### src/rtl/sys_defs_pkg.sv
// Shared type definitions for the PE array controller: operating modes,
// per-PE operation stages and the controller state encoding.
package sys_defs;

    typedef enum logic [1:0] {
        OPM_CONV = 2'd0,
        OPM_POOL = 2'd1,
        OPM_FC   = 2'd2,
        OPM_ELTW = 2'd3
    } op_mode_t;

    typedef enum logic [1:0] {
        STG_IDLE = 2'd0,
        STG_LOAD = 2'd1,
        STG_CONV = 2'd2,
        STG_RSVD = 2'd3
    } op_stage_t;

    typedef enum logic [2:0] {
        ST_IDLE = 3'd0,
        ST_MODE = 3'd1,
        ST_LOAD = 3'd2,
        ST_CONV = 3'd3,
        ST_NEXT = 3'd4,
        ST_DONE = 3'd5,
        ST_ERR  = 3'd6
    } ctrl_state_t;

endpackage

### src/rtl/pe_array_ctrl.sv
// Lockstep sequencer for a PE array: mode change, packet load, convolution
// rounds and completion, with a sticky error trap left only through reset.
module pe_array_ctrl
    import sys_defs::*;
#(
    parameter int NUM_PE = 4,
    parameter int CNT_W  = 8
) (
    input  logic              clk,
    input  logic              rst,
    input  logic              start,
    input  logic [1:0]        cfg_mode,
    input  logic [CNT_W-1:0]  cfg_rounds,
    input  logic              pkt_valid,
    output logic              pkt_ready,
    input  logic [NUM_PE-1:0] pe_full,
    input  logic [NUM_PE-1:0] pe_conv_done,
    input  logic [NUM_PE-1:0] pe_error,
    output logic [1:0]        mode,
    output logic              change_mode,
    output logic [1:0]        op_stage,
    output logic              conv_continue,
    output logic              busy,
    output logic              done,
    output logic              err,
    output logic [CNT_W-1:0]  round_cnt
);

    localparam logic [CNT_W-1:0] CNT_ONE = {{(CNT_W-1){1'b0}}, 1'b1};
    localparam logic [CNT_W-1:0] CNT_MAX = {CNT_W{1'b1}};

    function automatic logic [CNT_W-1:0] sat_inc(input logic [CNT_W-1:0] val);
        sat_inc = (val == CNT_MAX) ? val : val + CNT_ONE;
    endfunction

    ctrl_state_t      state_q, state_d;
    op_stage_t        op_stage_q;
    logic [1:0]       mode_q;
    logic [CNT_W-1:0] rounds_q;
    logic [CNT_W-1:0] round_cnt_q;
    logic             change_mode_q;
    logic             conv_continue_q;
    logic             busy_q;
    logic             done_q;
    logic             err_q;
    logic             err_hit_s;
    logic             more_s;
    logic             capture_s;

    // Next-state selection; a PE error outranks every other transition.
    always_comb begin
        state_d   = state_q;
        err_hit_s = (state_q != ST_IDLE) && (|pe_error);
        more_s    = ({1'b0, round_cnt_q} + {{CNT_W{1'b0}}, 1'b1}) < {1'b0, rounds_q};
        capture_s = (state_q == ST_IDLE) && start;
        if (err_hit_s) begin
            state_d = ST_ERR;
        end else begin
            case (state_q)
                ST_IDLE: state_d = start ? ST_MODE : ST_IDLE;
                ST_MODE: state_d = ST_LOAD;
                ST_LOAD: state_d = (&pe_full) ? ST_CONV : ST_LOAD;
                ST_CONV: state_d = (&pe_conv_done) ? ST_NEXT : ST_CONV;
                ST_NEXT: state_d = more_s ? ST_LOAD : ST_DONE;
                ST_DONE: state_d = ST_IDLE;
                ST_ERR:  state_d = ST_ERR;
                default: state_d = ST_IDLE;
            endcase
        end
    end

    // State register and registered outputs, all derived from the next state.
    always_ff @(posedge clk) begin
        if (rst) begin
            state_q         <= ST_IDLE;
            op_stage_q      <= STG_IDLE;
            mode_q          <= 2'd0;
            rounds_q        <= CNT_ONE;
            round_cnt_q     <= {CNT_W{1'b0}};
            change_mode_q   <= 1'b0;
            conv_continue_q <= 1'b0;
            busy_q          <= 1'b0;
            done_q          <= 1'b0;
            err_q           <= 1'b0;
        end else begin
            state_q         <= state_d;
            busy_q          <= (state_d != ST_IDLE);
            change_mode_q   <= (state_d == ST_MODE);
            done_q          <= (state_d == ST_DONE);
            conv_continue_q <= (state_q == ST_NEXT) && (state_d == ST_LOAD);
            err_q           <= err_q || (state_d == ST_ERR);
            case (state_d)
                ST_LOAD:          op_stage_q <= STG_LOAD;
                ST_CONV, ST_NEXT: op_stage_q <= STG_CONV;
                default:          op_stage_q <= STG_IDLE;
            endcase
            // A round only counts when NEXT completes without an error trap.
            if (capture_s) begin
                mode_q      <= cfg_mode;
                rounds_q    <= (cfg_rounds == {CNT_W{1'b0}}) ? CNT_ONE : cfg_rounds;
                round_cnt_q <= {CNT_W{1'b0}};
            end else if ((state_q == ST_NEXT) && (state_d != ST_ERR)) begin
                round_cnt_q <= sat_inc(round_cnt_q);
            end else begin
                round_cnt_q <= round_cnt_q;
            end
        end
    end

    // Ready must drop in the very cycle the last scratchpad fills.
    assign pkt_ready     = (state_q == ST_LOAD) && !(&pe_full);
    assign mode          = mode_q;
    assign change_mode   = change_mode_q;
    assign op_stage      = op_stage_q;
    assign conv_continue = conv_continue_q;
    assign busy          = busy_q;
    assign done          = done_q;
    assign err           = err_q;
    assign round_cnt     = round_cnt_q;

endmodule

### config.mk
export PLATFORM = sky130hd
export DESIGN_NAME = pe_array_ctrl
export DESIGN_NICKNAME = d
export VERILOG_FILES = /design/src/rtl/sys_defs_pkg.sv /design/src/rtl/pe_array_ctrl.sv
export SDC_FILE = /design/constraint.sdc
export NUM_CORES = 1
export LEC_CHECK = 0
export ABC_AREA = 1
export CORE_MARGIN = 2
export CORE_UTILIZATION = 30
export CTS_CLUSTER_SIZE = 12
export DETAILED_ROUTE_END_ITERATION = 16
export PLACE_DENSITY = 0.59
export SLEW_MARGIN = 25
export SYNTH_ARGS = -nofsm -noshare
export SYNTH_HDL_FRONTEND = slang
export SYNTH_SLANG_ARGS = --single-unit
export TNS_END_PERCENT = 10
### constraint.sdc
create_clock -name clk -period 5.9 [get_ports clk]
set_input_delay 1.18 -clock clk [delete_from_list [all_inputs] [get_ports clk]]
set_output_delay 1.18 -clock clk [all_outputs]
set_load 0.02 [all_outputs]
==> results of run 1 <==
placed cells by master (no fill, tap or decap), drive strengths merged, types with 4 or more instances in the layout:
cell	instances
a21oi	23
clkbuf	4
clkdlybuf4s50	42
dfxtp	28
ha	8
inv	36
nand2	50
nand3	18
nor2	24
nor3	4
o21ai	10
how the worst max path moves through the flow:
stage / slack, ns / to / start / depth (start not counted)
floorplan: 2.99 / pkt_ready / pe_full[0] / 3
global placement: 2.28 / pkt_ready / pe_full[0] / 5
detailed placement: 2.26 / pkt_ready / pe_full[0] / 5
CTS: 2.26 / pkt_ready / pe_full[0] / 5
global route: 2.20 / pkt_ready / pe_full[0] / 5
finish: 2.27 / pkt_ready / pe_full[0] / 5
cell type report:
class,count,area [um2],share of cell area
sequential,28,561,0.263
multi-input combinational,148,873,0.410
tap,70,87.6,0.0411
timing repair buffer,42,420,0.197
inverter,36,135,0.0634
clock buffer,4,55.1,0.0258
through the flow:
| step | setup WS, ns | power [mW] | instances | util | cell area (um2) |
|---|---|---|---|---|---|
| floorplan | 2.99 | 0.642 | 217 | - | 1610 |
| global placement | 2.28 | 0.745 | 324 | 0.404 | 2080 |
| detailed placement | 2.26 | 0.750 | 324 | 0.404 | 2080 |
| CTS | 2.26 | 0.873 | 328 | 0.415 | 2130 |
| global route | 2.20 | 0.946 | 328 | 0.415 | 2130 |
| finish | 2.27 | 0.861 | 328 | 0.415 | 2130 |
worst max-delay path: stages:
cell             delay, ns
clkdlybuf4s50_1       0.40
nand2_1               0.06
nor2_1                0.05
nor3_1                0.12
clkdlybuf4s50_1       0.63
flip-flops by register name, summed over array words and instances, names as in the netlist:
register,cells
round_cnt,8
rounds_q,8
state_q,3
mode,2
op_stage,2
busy,1
change_mode,1
conv_continue,1
done,1
err,1
power breakdown:
| group | leakage (nW) | internal (mW) | switching, mW |
|---|---|---|---|
| Combinational | 0.658 | 0.189 | 0.280 |
| Sequential | 0.230 | 0.235 | 0.0362 |
| Clock | 0.0288 | 0.0598 | 0.0611 |
metal layers:
| metal | vias up | wire length, um |
|---|---|---|
| met2 | 25 | 1710 |
| met4 | 0 | 29 |
| met1 | 656 | 1500 |
| li1 | 772 | - |
| met5 | - | 0 |
| met3 | 2 | 148 |
cells by family (layout without fill, tap and decap cells):
logic type      after synthesis  after routing
flops                        28             28
compound gates               39             39
xor+xnor                      3              3
fa+ha+maj                     8              8
simple gates                 98             98
buf+inv                      41             82
==> flow_metrics.tcl, run 1 <==
set metrics [dict create \
    status "complete, no violations" \
    yosysTopAreaCellShare 0.349 \
    synth_mux_area_frac 0 \
    fmax_mhz 276 \
    antenna_cells 0 \
    via_count 1455 \
    gr-total-overflow 0 \
    grt_util_met3 0.0353 \
    leakage_nw 0.917 \
    grt_pass1_vias 1439 \
    met1_usage 0.139 \
    path_class "in2out" \
    synth_top_family_by_area "simple AND/OR/NAND/NOR gates" \
    ys_seq_area_frac 0.349 \
    synth_most_common_cell "nand2_1" \
    htree_levels 1 \
    synth_fa_ha_area_frac 0.0623 \
    min_from "err" \
    avgViaCountPerCell 4.44 \
    layout_min_cycle_time_ns 3.63 \
    synth_cell_types 28 \
    crit_required_ns 4.72 \
    syn_nets 251 \
    ir_drop_v 0.000180 \
    area_growth_pct 32.6 \
    busiest_layer "met2" \
    synth_ff_type "dfxtp_1" \
    holdBufCountCts 0 \
    syn_inst 217 \
    synthSimpleGateAreaFrac 0.299 \
    synth_top_cell_by_area "dfxtp_1" \
    async_flop_share 0 \
    maxSlewHeadroom 0.390 \
    ff2ff_setup_slack_ns 3.08 \
    hp-class "reg2reg" \
    cts_resized 0 \
    syn_area_per_cell_um2 7.41 \
    nFillCells 567 \
    yosys.area_share.xor_xnor 0.0163 \
    portBuffers 42 \
    tritoncts "done" \
    crit_arrival_ns 2.45 \
    initial_core_util 0.313 \
    hold_viol_final 0 \
    holdWs_ns 0.457 \
    drive_gt1_frac 0.136 \
    synth-edff-count 0 \
    clock_latency_ns 0.28 \
    grt_max_degree 23 \
    startpoint_type "primary input" \
    postRouteWirelength_um 3390 \
    synth_compound_area_frac 0.166 \
    worst_slew_pin_slew_ns 0.915 \
    endpoint_kind "primary output" \
    r2r_cells 18 \
    ys_warn_count 0 \
    die_area_um2 5960 \
    dp_hpwl_um 2660 \
    period_share 0.614 \
    clkTransAtPathRegs_ns 0.09 \
    clockBufferDepth 2 \
    final-setup-viol-count 0 \
    ys_top_cells_by_area "dfxtp_1 35%, nand2_1 11%, inv_1 7.2%" \
    cts_sinks 28 \
    skew_ns 0.00422 \
    drtPass1Iterations 2 \
    maxCapViolCount 0 \
    routabilityCongestion 0.776 \
    hold_depth 2 \
    num_io_pins 44 \
    ant_nets 0 \
    ys_ff_latch 28 \
    antenna_found_initial 0 \
    maxSlewViolCount 0 \
    die_h_um 77.2 \
    root_buffer "clkbuf_8" \
    syn-cell-area_um2 1610 \
    grt_usage 0.123 \
    setup_tns_ns 0 \
    rows 26 \
    holdPathEnd "err" \
    use_met2 0.228 \
    drcViolationCount 0 \
    p_per_area_nw_per_um2 404 \
    wl_per_cell_um 10.3 \
    r2r_end "round_cnt[6]" \
    die_x_um 77.2 \
    grt_pass1_wl_um 6080 \
    rsz0062_at_grt "no" \
    fin_nets 293 \
    core-area_um2 5140 \
    synthTopCellsByCount "45 x nand2_1, 31 x inv_1, 28 x dfxtp_1" \
    critical_path.max_fanout 2 \
    r2r-start "round_cnt[2]" \
    numCtsBuffers 3 \
    cts_setup_buffers 0 \
    drt-initial-drc-count 27 \
]
No activity file was read; power rests on OpenSTA's default activity.
==> run 2, diff against run 1 <==
--- a/config.mk
+++ b/config.mk
@@ -10,7 +10,7 @@
 export CORE_UTILIZATION = 30
 export CTS_CLUSTER_SIZE = 12
 export DETAILED_ROUTE_END_ITERATION = 16
-export PLACE_DENSITY = 0.59
+export PLACE_DENSITY = 0.61
 export SLEW_MARGIN = 25
 export SYNTH_ARGS = -nofsm -noshare
 export SYNTH_HDL_FRONTEND = slang
==> constraint.sdc (replaced) <==
create_clock -name clk -period 3 [get_ports clk]
set_input_delay 0.6 -clock clk [delete_from_list [all_inputs] [get_ports clk]]
set_output_delay 0.6 -clock clk [all_outputs]
set_load 0.02 [all_outputs]
==> flow_metrics.tcl, run 2 (synthesis results as in run 1) <==
set metrics [dict create \
    maxSlewHeadroom 0.717 \
    die_x_um 77.2 \
    crit_required_ns 3.18 \
    r2r_cells 18 \
    core-area_um2 5140 \
    cts_setup_buffers 0 \
    maxSlewViolCount 0 \
    area_growth_pct 35.0 \
    wl_per_cell_um 10.3 \
    antenna_found_initial 0 \
    critical_path.max_fanout 17 \
    rows 26 \
    period_share 0.882 \
    crit_arrival_ns 2.83 \
    die_area_um2 5960 \
    cts_sinks 28 \
    endpoint_kind "flip-flop" \
    drtPass1Iterations 4 \
    setup_tns_ns 0 \
    path_class "reg2reg" \
    via_count 1470 \
    holdPathEnd "rounds_q[4]" \
    root_buffer "clkbuf_8" \
    min_from "rounds_q[4]" \
    placedInstanceArea_um2 2110 \
    drcViolationCount 0 \
    design_area_um2 2170 \
    tritoncts "done" \
    portBuffers 42 \
    initial_core_util 0.313 \
    skew_ns 0.00398 \
    fin_nets 297 \
    hp-class "reg2reg" \
    slowest_stage "dfxtp_1" \
    final-setup-viol-count 0 \
    rsz0062_at_grt "no" \
    num_io_pins 44 \
    avgViaCountPerCell 4.43 \
    ff2ff_setup_slack_ns 0.36 \
    layout_min_cycle_time_ns 2.64 \
    drt-initial-drc-count 31 \
    holdWs_ns 0.464 \
    grt_usage 0.126 \
    hold_depth 2 \
    path_cells "nand3_1 > nor2_1 > inv_1 > nor2_1 > inv_1 > o21ai_1 > inv_1 > ha_1 > a21oi_1 > nand3_2 > inv_2 > nand2_1 > nand2_1 > nand3_2 > nand2_8 > nand3_1 > nand2_1 > nor2_1" \
    r2r_end "round_cnt[1]" \
    layout_commonest_cell "nand2_1" \
    gr-total-overflow 0 \
    status "complete, no violations" \
    htree_levels 1 \
    slowest_delay_ns 0.40 \
    clockBufferDepth 2 \
    final_cell_mix "45 x nand2_1, 42 x clkdlybuf4s50_1, 31 x inv_1" \
    grt_max_degree 18 \
    dp_hpwl_um 2670 \
    clkTransAtPathRegs_ns 0.09 \
    postRouteWirelength_um 3430 \
    clock_latency_ns 0.28 \
    fin_util 0.422 \
    p_per_area_nw_per_um2 802 \
    fmax_mhz 378 \
    ant_nets 0 \
    grt_pass1_vias 1511 \
    ir_drop_v 0.000352 \
    drive_gt1_frac 0.149 \
    die_h_um 77.2 \
    grt_pass1_wl_um 6280 \
    antenna_cells 0 \
    leakage_nw 0.938 \
    numCtsBuffers 3 \
    worst_slew_pin_slew_ns 0.423 \
    r2r-start "round_cnt[0]" \
    maxCapViolCount 0 \
    startpoint_type "flip-flop" \
    hold_viol_final 0 \
    routabilityCongestion 0.733 \
    worst-path-buf-inv 4 \
    timing.critical_path.max_delay_family "simple AND/OR/NAND/NOR gates" \
]
## run 2: power breakdown
group	internal, mW	switching [mW]
sequential	0.463	0.0655
clock	0.118	0.119
combinational	0.397	0.579
## run 2: layout make-up
class                           count  area (um2)
Multi-Input combinational cell    148         882
Sequential cell                    28         561
Timing Repair Buffer               46         450
Fill cell                         552        2970
Inverter                           36         135
Tap cell                           70        87.6
Clock buffer                        4        55.1
## run 2: timing repair
action | 4_1_cts | 5_1_grt
hold buffers | 0 | 0
resized for setup | 0 | 2
setup endpoints to repair | 0 | 9
## run 2: worst register-to-register path, cell delays in order, from the launching register on
cell and delay, ns:
dfxtp_1 0.40, nand3_1 0.12, nor2_1 0.10, inv_1 0.07, nor2_1 0.13, inv_1 0.07, o21ai_1 0.20, inv_1 0.08
ha_1 0.31, a21oi_1 0.19, nand3_2 0.09, inv_2 0.06, nand2_1 0.05, nand2_1 0.08, nand3_2 0.17, nand2_8 0.22
nand3_1 0.10, nand2_1 0.07, nor2_1 0.04
## run 2: per-layer routing
layer | global-route usage | vias to the layer above | part of all wire
met1 | 0.142 | 650 | 0.45
met5 | 0 | - | 0
li1 | - | 784 | -
met2 | 0.235 | 32 | 0.49
met4 | 0.0268 | 0 | 0.0073
met3 | 0.0353 | 4 | 0.055
## run 2: how the worst max path moves through the flow
stage / startpoint / endpoint / slack [ns] / cells past startpoint
floorplan: round_cnt[0] / round_cnt[7] / 0.34 / 19
global placement: round_cnt[1] / round_cnt[3] / 0.27 / 18
detailed placement: round_cnt[1] / round_cnt[1] / 0.26 / 18
CTS: round_cnt[1] / round_cnt[1] / 0.23 / 18
global route: round_cnt[1] / round_cnt[5] / 0.01 / 18
finish: round_cnt[0] / round_cnt[1] / 0.36 / 18
## run 2: per-stage QoR
| stage | setup slack (ns) | power, mW | std cells |
|---|---|---|---|
| final | 0.355 | 1.74 | 332 |
| after global routing | 0.0128 | 1.92 | 332 |
| after CTS | 0.231 | 1.74 | 332 |
| after detailed placement | 0.258 | 1.49 | 328 |
| after global placement | 0.275 | 1.48 | 328 |
| after floorplan | 0.343 | 1.26 | 217 |
